### src/rtl/hkspi_passthru_mux.sv
// Housekeeping SPI pass-thru bridge: synchronizes the host SPI pins, decodes the
// first command byte and either forwards the transaction downstream or hands it to the register engine.
module hkspi_passthru_mux #(
    parameter int                N_CH          = 2,
    parameter logic [N_CH-1:0]   CPU_HOLD_MASK = {{(N_CH-1){1'b0}}, 1'b1},
    parameter int                HOLD_EXT      = 16
) (
    input  logic            clock,
    input  logic            reset,
    input  logic            host_csb,
    input  logic            host_sck,
    input  logic            host_sdi,
    output logic            host_sdo,
    output logic            host_sdo_oe,
    output logic [N_CH-1:0] ch_csb,
    output logic            ch_sck,
    output logic            ch_mosi,
    input  logic [N_CH-1:0] ch_miso,
    output logic            cmd_valid,
    output logic [7:0]      cmd_byte,
    output logic            reg_busy,
    output logic            cpu_hold,
    output logic            pt_active,
    output logic [3:0]      pt_channel,
    output logic [15:0]     byte_count
);

    localparam int TW = $clog2(HOLD_EXT + 1);

    typedef enum logic [2:0] {
        ST_IDLE,
        ST_CMD,
        ST_PASS,
        ST_REG,
        ST_SKIP
    } state_e;

    // Selects bit idx of a per-channel vector; out-of-range indices read as 0.
    function automatic logic bit_at(input logic [N_CH-1:0] v, input logic [3:0] idx);
        logic r;
        r = 1'b0;
        for (int i = 0; i < N_CH; i++) begin
            if (idx == 4'(i)) r = v[i];
        end
        return r;
    endfunction

    logic csb_meta_q, csb_s_q;
    logic sck_meta_q, sck_s_q, sck_prev_q;
    logic sdi_meta_q, sdi_s_q;

    state_e          state_q,      state_d;
    logic [2:0]      bit_cnt_q,    bit_cnt_d;
    logic [7:0]      shift_q,      shift_d;
    logic [3:0]      chan_q,       chan_d;
    logic            armed_q,      armed_d;
    logic [2:0]      fwd_cnt_q,    fwd_cnt_d;
    logic [15:0]     byte_count_q, byte_count_d;
    logic            cmd_valid_q,  cmd_valid_d;
    logic [7:0]      cmd_byte_q,   cmd_byte_d;
    logic            hold_q,       hold_d;
    logic [TW-1:0]   timer_q,      timer_d;
    logic [N_CH-1:0] ch_csb_q,     ch_csb_d;
    logic            ch_sck_q,     ch_sck_d;
    logic            ch_mosi_q,    ch_mosi_d;
    logic            host_sdo_q,   host_sdo_d;

    logic       sck_rise, sck_fall;
    logic [7:0] cmd_next;

    always_ff @(posedge clock) begin
        if (reset) begin
            csb_meta_q <= 1'b1;
            csb_s_q    <= 1'b1;
            sck_meta_q <= 1'b0;
            sck_s_q    <= 1'b0;
            sck_prev_q <= 1'b0;
            sdi_meta_q <= 1'b0;
            sdi_s_q    <= 1'b0;
        end else begin
            csb_meta_q <= host_csb;
            csb_s_q    <= csb_meta_q;
            sck_meta_q <= host_sck;
            sck_s_q    <= sck_meta_q;
            sck_prev_q <= sck_s_q;
            sdi_meta_q <= host_sdi;
            sdi_s_q    <= sdi_meta_q;
        end
    end

    assign sck_rise = sck_s_q & ~sck_prev_q;
    assign sck_fall = ~sck_s_q & sck_prev_q;
    assign cmd_next = {shift_q[6:0], sdi_s_q};

    always_comb begin
        // NOTE: every variable gets a default first so no path can infer a latch.
        state_d      = state_q;
        bit_cnt_d    = bit_cnt_q;
        shift_d      = shift_q;
        chan_d       = chan_q;
        armed_d      = armed_q;
        fwd_cnt_d    = fwd_cnt_q;
        byte_count_d = byte_count_q;
        cmd_valid_d  = 1'b0;
        cmd_byte_d   = cmd_byte_q;
        hold_d       = hold_q;
        timer_d      = timer_q;

        if (timer_q != '0) begin
            timer_d = timer_q - TW'(1);
            if (timer_q == TW'(1)) hold_d = 1'b0;
        end

        unique case (state_q)
            ST_IDLE: begin
                if (!csb_s_q) begin
                    state_d   = ST_CMD;
                    bit_cnt_d = '0;
                    shift_d   = '0;
                end
            end
            ST_CMD: begin
                if (csb_s_q) begin
                    state_d = ST_IDLE;
                end else if (sck_rise) begin
                    shift_d   = cmd_next;
                    bit_cnt_d = bit_cnt_q + 3'd1;
                    if (bit_cnt_q == 3'd7) begin
                        if (cmd_next == 8'hC4 || cmd_next == 8'hC2 ||
                            (cmd_next[7:4] == 4'hD && int'(cmd_next[3:0]) < N_CH)) begin
                            state_d      = ST_PASS;
                            chan_d       = (cmd_next == 8'hC4) ? 4'd0 :
                                           (cmd_next == 8'hC2) ? 4'd1 : cmd_next[3:0];
                            armed_d      = 1'b0;
                            fwd_cnt_d    = '0;
                            byte_count_d = '0;
                            if (bit_at(CPU_HOLD_MASK, chan_d)) begin
                                hold_d  = 1'b1;
                                timer_d = '0;
                            end
                        end else if (cmd_next[7:4] == 4'hD) begin
                            state_d = ST_SKIP;
                        end else begin
                            state_d     = ST_REG;
                            cmd_valid_d = 1'b1;
                            cmd_byte_d  = cmd_next;
                        end
                    end
                end
            end
            ST_PASS: begin
                if (csb_s_q) begin
                    state_d = ST_IDLE;
                    armed_d = 1'b0;
                    if (bit_at(CPU_HOLD_MASK, chan_q)) timer_d = TW'(HOLD_EXT);
                end else begin
                    // The first falling edge ends the command byte's 8th clock.
                    if (sck_fall) armed_d = 1'b1;
                    if (sck_rise && armed_q) begin
                        fwd_cnt_d = fwd_cnt_q + 3'd1;
                        if (fwd_cnt_q == 3'd7 && byte_count_q != 16'hFFFF)
                            byte_count_d = byte_count_q + 16'd1;
                    end
                end
            end
            ST_REG, ST_SKIP: begin
                if (csb_s_q) state_d = ST_IDLE;
            end
            default: state_d = ST_IDLE;
        endcase

        for (int i = 0; i < N_CH; i++) begin
            ch_csb_d[i] = !(state_d == ST_PASS && chan_d == 4'(i));
        end
        ch_sck_d   = (state_d == ST_PASS) && armed_d && sck_s_q;
        ch_mosi_d  = (state_d == ST_PASS) && armed_d && sdi_s_q;
        host_sdo_d = (state_d == ST_PASS) && bit_at(ch_miso, chan_d);
    end

    always_ff @(posedge clock) begin
        // NOTE: sequential state uses non-blocking assignments only.
        if (reset) begin
            state_q      <= ST_IDLE;
            bit_cnt_q    <= '0;
            shift_q      <= '0;
            chan_q       <= '0;
            armed_q      <= 1'b0;
            fwd_cnt_q    <= '0;
            byte_count_q <= '0;
            cmd_valid_q  <= 1'b0;
            cmd_byte_q   <= '0;
            hold_q       <= 1'b0;
            timer_q      <= '0;
            ch_csb_q     <= '1;
            ch_sck_q     <= 1'b0;
            ch_mosi_q    <= 1'b0;
            host_sdo_q   <= 1'b0;
        end else begin
            state_q      <= state_d;
            bit_cnt_q    <= bit_cnt_d;
            shift_q      <= shift_d;
            chan_q       <= chan_d;
            armed_q      <= armed_d;
            fwd_cnt_q    <= fwd_cnt_d;
            byte_count_q <= byte_count_d;
            cmd_valid_q  <= cmd_valid_d;
            cmd_byte_q   <= cmd_byte_d;
            hold_q       <= hold_d;
            timer_q      <= timer_d;
            ch_csb_q     <= ch_csb_d;
            ch_sck_q     <= ch_sck_d;
            ch_mosi_q    <= ch_mosi_d;
            host_sdo_q   <= host_sdo_d;
        end
    end

    assign host_sdo    = host_sdo_q;
    assign host_sdo_oe = (state_q == ST_PASS);
    assign pt_active   = (state_q == ST_PASS);
    assign reg_busy    = (state_q == ST_REG);
    assign ch_csb      = ch_csb_q;
    assign ch_sck      = ch_sck_q;
    assign ch_mosi     = ch_mosi_q;
    assign cmd_valid   = cmd_valid_q;
    assign cmd_byte    = cmd_byte_q;
    assign cpu_hold    = hold_q;
    assign pt_channel  = chan_q;
    assign byte_count  = byte_count_q;

endmodule

### config.mk
export PLATFORM = sky130hd
export DESIGN_NAME = hkspi_passthru_mux
export DESIGN_NICKNAME = d
export VERILOG_FILES = /design/src/rtl/hkspi_passthru_mux.sv
export SDC_FILE = /design/constraint.sdc
export NUM_CORES = 1
export LEC_CHECK = 0
export ABC_AREA = 1
export BUFFER_PORTS_ARGS = -buffer_cell sky130_fd_sc_hd__buf_2
export CAP_MARGIN = 10
export CORE_UTILIZATION = 31
export DETAILED_ROUTE_END_ITERATION = 8
export PLACE_DENSITY_LB_ADDON = 0.05
export SETUP_SLACK_MARGIN = 0.5
export SYNTH_ARGS = -nofsm -noshare
export SYNTH_HDL_FRONTEND = slang
export SYNTH_SLANG_ARGS = --single-unit
### constraint.sdc
create_clock -name clock -period 2.3 [get_ports clock]
set_clock_uncertainty 0.1 [all_clocks]
set_input_delay 0.23 -clock clock [delete_from_list [all_inputs] [get_ports clock]]
set_output_delay 0.23 -clock clock [all_outputs]
set_load 0.01 [all_outputs]
==> flow_summary.html <==
<table>
<tr><th>Metric</th><th>Value</th></tr>
<tr><th colspan="2">Layout</th></tr>
<tr><td>Proportion of layout cells with a drive suffix above 1</td><td>32.02%</td></tr>
<tr><td>FF/Latch Area</td><td>1319 sq um</td></tr>
<tr><td>Filler cell count</td><td>1,082</td></tr>
<tr><td>Number of nets in the layout</td><td>515</td></tr>
<tr><td>Count of antenna diodes in the layout</td><td>0</td></tr>
<tr><td>Area of the multi-input gates</td><td>1759 sq um</td></tr>
<tr><td>Area growth, synth to finish</td><td>28.46%</td></tr>
<tr><th colspan="2">Worst setup path</th></tr>
<tr><td>Max FO, Critical Path</td><td>6</td></tr>
<tr><td>Startpoint Class</td><td>flop</td></tr>
<tr><td>Endpoint required time on the critical path</td><td>2470 ps</td></tr>
<tr><td>Type of element capturing the critical path</td><td>flop</td></tr>
<tr><td>Start-to-end type of the worst setup path</td><td>reg -&gt; reg</td></tr>
<tr><td>Critical Path AT</td><td>~1900 ps</td></tr>
<tr><th colspan="2">Floorplanning</th></tr>
<tr><td>Core area</td><td>9774 sq um</td></tr>
<tr><td>Initial core utilization</td><td>32.12%</td></tr>
<tr><td>Die Y</td><td>102.6 um</td></tr>
<tr><td>DIE AREA</td><td>10,530 sq um</td></tr>
<tr><td>Num ports</td><td>between 40 and 50</td></tr>
<tr><td>Number of placement rows</td><td>36</td></tr>
<tr><td>Chip Width</td><td>102.6 um</td></tr>
<tr><th colspan="2">Logic synthesis</th></tr>
<tr><td>Mean area per synthesized cell</td><td>slightly above 7 sq um</td></tr>
<tr><td>Share of synthesized registers carrying an async set or reset</td><td>0%</td></tr>
<tr><td>Netlist area before placement</td><td>3139 sq um</td></tr>
<tr><td>Synth Flop Type</td><td>dfxtp_1</td></tr>
<tr><td>Largest area contributor in the netlist</td><td>dfxtp_1</td></tr>
<tr><td>Number of warnings reported in the yosys synthesis log</td><td>0</td></tr>
<tr><td>Number of nets produced by synthesis</td><td>450</td></tr>
<tr><td>Area fraction of the dominant cell type after synthesis</td><td>40.81%</td></tr>
<tr><td>Number of synthesized flops with an enable pin</td><td>0</td></tr>
<tr><td>Flip-flop and latch count after synthesis</td><td>64</td></tr>
<tr><td>Number of distinct library cell variants in the gate-level netlist after synthesis</td><td>39</td></tr>
<tr><td>Top cells by area, synth</td><td>dfxtp_1 41%, nand2_1 8.7%, nor2_1 7.4%</td></tr>
<tr><td>Cell count after synthesis</td><td>approximately 440</td></tr>
<tr><td>Library cell with the highest instance count after synthesis</td><td>nand2_1</td></tr>
<tr><td>Ranking of synthesized cells by instance count</td><td>73 x nand2_1, 64 x dfxtp_1, 62 x nor2_1</td></tr>
<tr><td>Fraction of the yosys area taken by sequential cells</td><td>40.81%</td></tr>
<tr><th colspan="2">Clock tree</th></tr>
<tr><td>Maximum clock path buffer count</td><td>2</td></tr>
<tr><td>Clk Latency, worst-skew pair</td><td>350 ps</td></tr>
<tr><td>CTS clock-pin slew for the worst setup and hold paths</td><td>90 ps</td></tr>
<tr><td>Clock tree from TritonCTS</td><td>yes</td></tr>
<tr><td>CTS root buffer</td><td>clkbuf_8</td></tr>
<tr><td>TritonCTS Buffers</td><td>9</td></tr>
<tr><td>Clock H-tree levels</td><td>3</td></tr>
<tr><td>Number of sinks driven by the clock tree</td><td>64</td></tr>
<tr><th colspan="2">Placement</th></tr>
<tr><td>Worst setup slack after placement</td><td>144.7 ps</td></tr>
<tr><td>Number of buffer cells added on primary ports</td><td>between 40 and 50</td></tr>
<tr><td>Post-DP HPWL</td><td>5754 um</td></tr>
<tr><td>Final RePlAce weighted congestion</td><td>0.7956</td></tr>
<tr><th colspan="2">Power</th></tr>
<tr><td>Cell-internal power</td><td>1657 uW</td></tr>
<tr><td>Pwr Density</td><td>582.7 nW/um^2</td></tr>
<tr><td>Clock network fraction of design power</td><td>between 30% and 40%</td></tr>
<tr><td>Sequential power share</td><td>50.6%</td></tr>
<tr><td>Switching portion of total power</td><td>29.49%</td></tr>
<tr><td>Post-layout total power</td><td>2350 uW</td></tr>
<tr><td>Leakage power summed over all cells</td><td>0.001613 uW</td></tr>
<tr><td>Worst voltage drop across the vdd grid</td><td>0.0002374 V</td></tr>
<tr><td>Psw</td><td>692.9 uW</td></tr>
<tr><td>Part of the power in combinational logic</td><td>11.8%</td></tr>
<tr><th colspan="2">Route</th></tr>
<tr><td>Avg Vias per Cell</td><td>4.689</td></tr>
<tr><td>Total Routed Length</td><td>8137 um</td></tr>
<tr><td>Number of vias in the routed layout</td><td>2,996</td></tr>
<tr><td>Routed length per placed instance</td><td>12.73 um</td></tr>
<tr><td>Antenna-violating nets left</td><td>0</td></tr>
<tr><td>Length of the first detailed-routing pass in iterations</td><td>4</td></tr>
<tr><td>DRC viols</td><td>0</td></tr>
<tr><td>Detailed Route Iter0 Violations</td><td>94</td></tr>
<tr><th colspan="2">STA</th></tr>
<tr><td>Number of hold-slack violations in the final timing report</td><td>0</td></tr>
<tr><td>Final critical-path share of the clock period</td><td>75.64%</td></tr>
<tr><td>Unrepaired setup endpoints after global routing</td><td>true</td></tr>
<tr><td>Final worst slack</td><td>560.3 ps</td></tr>
<tr><td>Max-slew violations</td><td>0</td></tr>
<tr><td>Post-Route Hold Slack</td><td>93.82 ps</td></tr>
<tr><td>Peak clock frequency supported by timing</td><td>roughly 0.57 GHz</td></tr>
<tr><td>Transition time of the tightest slew-check pin</td><td>458.7 ps</td></tr>
<tr><td>Setup tns final</td><td>0 ps</td></tr>
<tr><td>Worst slew slack as a fraction of its limit</td><td>69.39%</td></tr>
<tr><td>Post-layout min period</td><td>1740 ps</td></tr>
<tr><td>Number of endpoints failing setup at the final stage</td><td>0</td></tr>
<tr><th colspan="2">Global routing</th></tr>
<tr><td>Number of antenna violations at the first check in global routing</td><td>0</td></tr>
<tr><td>Number of global-route vias before repair</td><td>about 2,800</td></tr>
<tr><td>First-pass GRT wire length</td><td>13,130 um</td></tr>
<tr><td>Pin count of the biggest net entering global routing</td><td>40</td></tr>
<tr><td>Global Route Usage Sum</td><td>between 10% and 20%</td></tr>
<tr><td>Remaining Overflow, GRT</td><td>0</td></tr>
<tr><th colspan="2">Job</th></tr>
<tr><td>Max Cap Viol</td><td>0</td></tr>
<tr><th colspan="2">Worst hold path</th></tr>
<tr><td>Path class of the lowest-slack min-delay path</td><td>in -&gt; reg</td></tr>
<tr><th colspan="2">Run status</th></tr>
<tr><td>Result of the run</td><td>completed</td></tr>
</table>
==> power groups by stage <==
| stage | clock network [uW] | registers (uW) | logic [uW] |
|---|---|---|---|
| finish | 883 | 1190 | 277 |
| detailed placement | 0 | 1220 | 261 |
| floorplan | 0 | 1210 | 219 |
| global route | 963 | 1200 | 322 |
| CTS | 918 | 1190 | 272 |
| global placement | 0 | 1220 | 262 |
==> state kept, by name, summed over array words and instances, names as in the netlist, 2 cells and up <==
register / cells
timer_q: 5
state_q: 3
byte_count: 16
ch_csb: 2
cmd_byte: 8
bit_cnt_q: 3
pt_channel: 4
fwd_cnt_q: 3
shift_q: 7
==> worst max-delay path, cell delays in order (launching register included) <==
cell and delay (ps):
dfxtp_4 400, ha_4 150, inv_1 60, nor2_4 140, nand2_2 80, o21ai_2 150
nand2_2 130, nand2_4 120, nor2_4 60, nand2_4 90, nand2_1 70, a21oi_2 130
==> layout make-up <==
cell class / instances / area share [%]
inverters: 58 / 5.647
well taps: 133 / 4.127
repair buffers: 63 / 9.649
flip-flops and latches: 64 / 32.70
clock inverters: 7 / 1.179
clock buffers: 9 / 3.072
multi-input cells: 305 / 43.62
==> per-layer routing <==
layer / GRT usage (%) / wire length [um]
met1: 21.08 / 3984
met2: 26.21 / 3733
met3: 4.136 / 342
met4: 5.495 / 76
met5: 0 / 0
==> cell families (layout without fill, tap and decap cells) <==
group	count (synthesis)	in the layout	share of synthesized area [%]
and+or+nand+nor	213	215	31.77
AOI/OAI and AO/OA	71	71	12.79
buffers and inverters	69	137	8.489
DFF	64	64	40.81
xor gates and xnor gates	12	12	3.348
adders and majority gates	7	7	2.790
==> path summary, 6_finish.rpt <==
check	start	end	slack, ps	depth (start not counted)
hold reg to reg	sck_meta_q$_SDFF_PP0_	sck_s_q$_SDFF_PP0_	300	2
setup reg to reg	byte_count[0]$_SDFFE_PP0P_	byte_count[14]$_SDFFE_PP0P_	560	11
setup / recovery	byte_count[0]$_SDFFE_PP0P_	byte_count[14]$_SDFFE_PP0P_	560	11
hold / removal	ch_miso[0]	host_sdo$_SDFF_PP0_	90	5
==> placed cells by master, fill, tap and decap left out, types with 4 or more instances in the layout <==
cell type / instances
nand2_1: 64
xor2_1: 10
buf_2: 44
nand3_1: 32
dfxtp_2: 18
nor2_4: 9
dfxtp_1: 42
dlygate4sd3_1: 4
nor2_1: 55
nand4_1: 7
buf_4: 13
nand2_2: 10
inv_2: 17
ha_1: 4
clkbuf_8: 9
inv_1: 38
nor2_2: 5
a211oi_1: 5
nor3_1: 14
dfxtp_4: 4
o21ai_0: 15
a21oi_1: 37
==> timing repair <==
action	in CTS	in global routing
setup endpoints to repair	31	35
gates cloned	0	2
hold endpoints to repair	4	0
hold buffers	4	0
pin swaps	5	20
setup buffers	4	8
gates resized for setup	25	54
==> stage by stage <==
step                      cell area [sq um]  utilization (%)  std cells
final                                  4033            41.26        639
after global routing                   4033            41.26        639
after CTS                              3830            39.18        629
after detailed placement               3500            35.80        605
after global placement                 3500            35.80        605
after floorplan                        3139                -        436
Note: power is estimated with default switching activity, not from simulation.
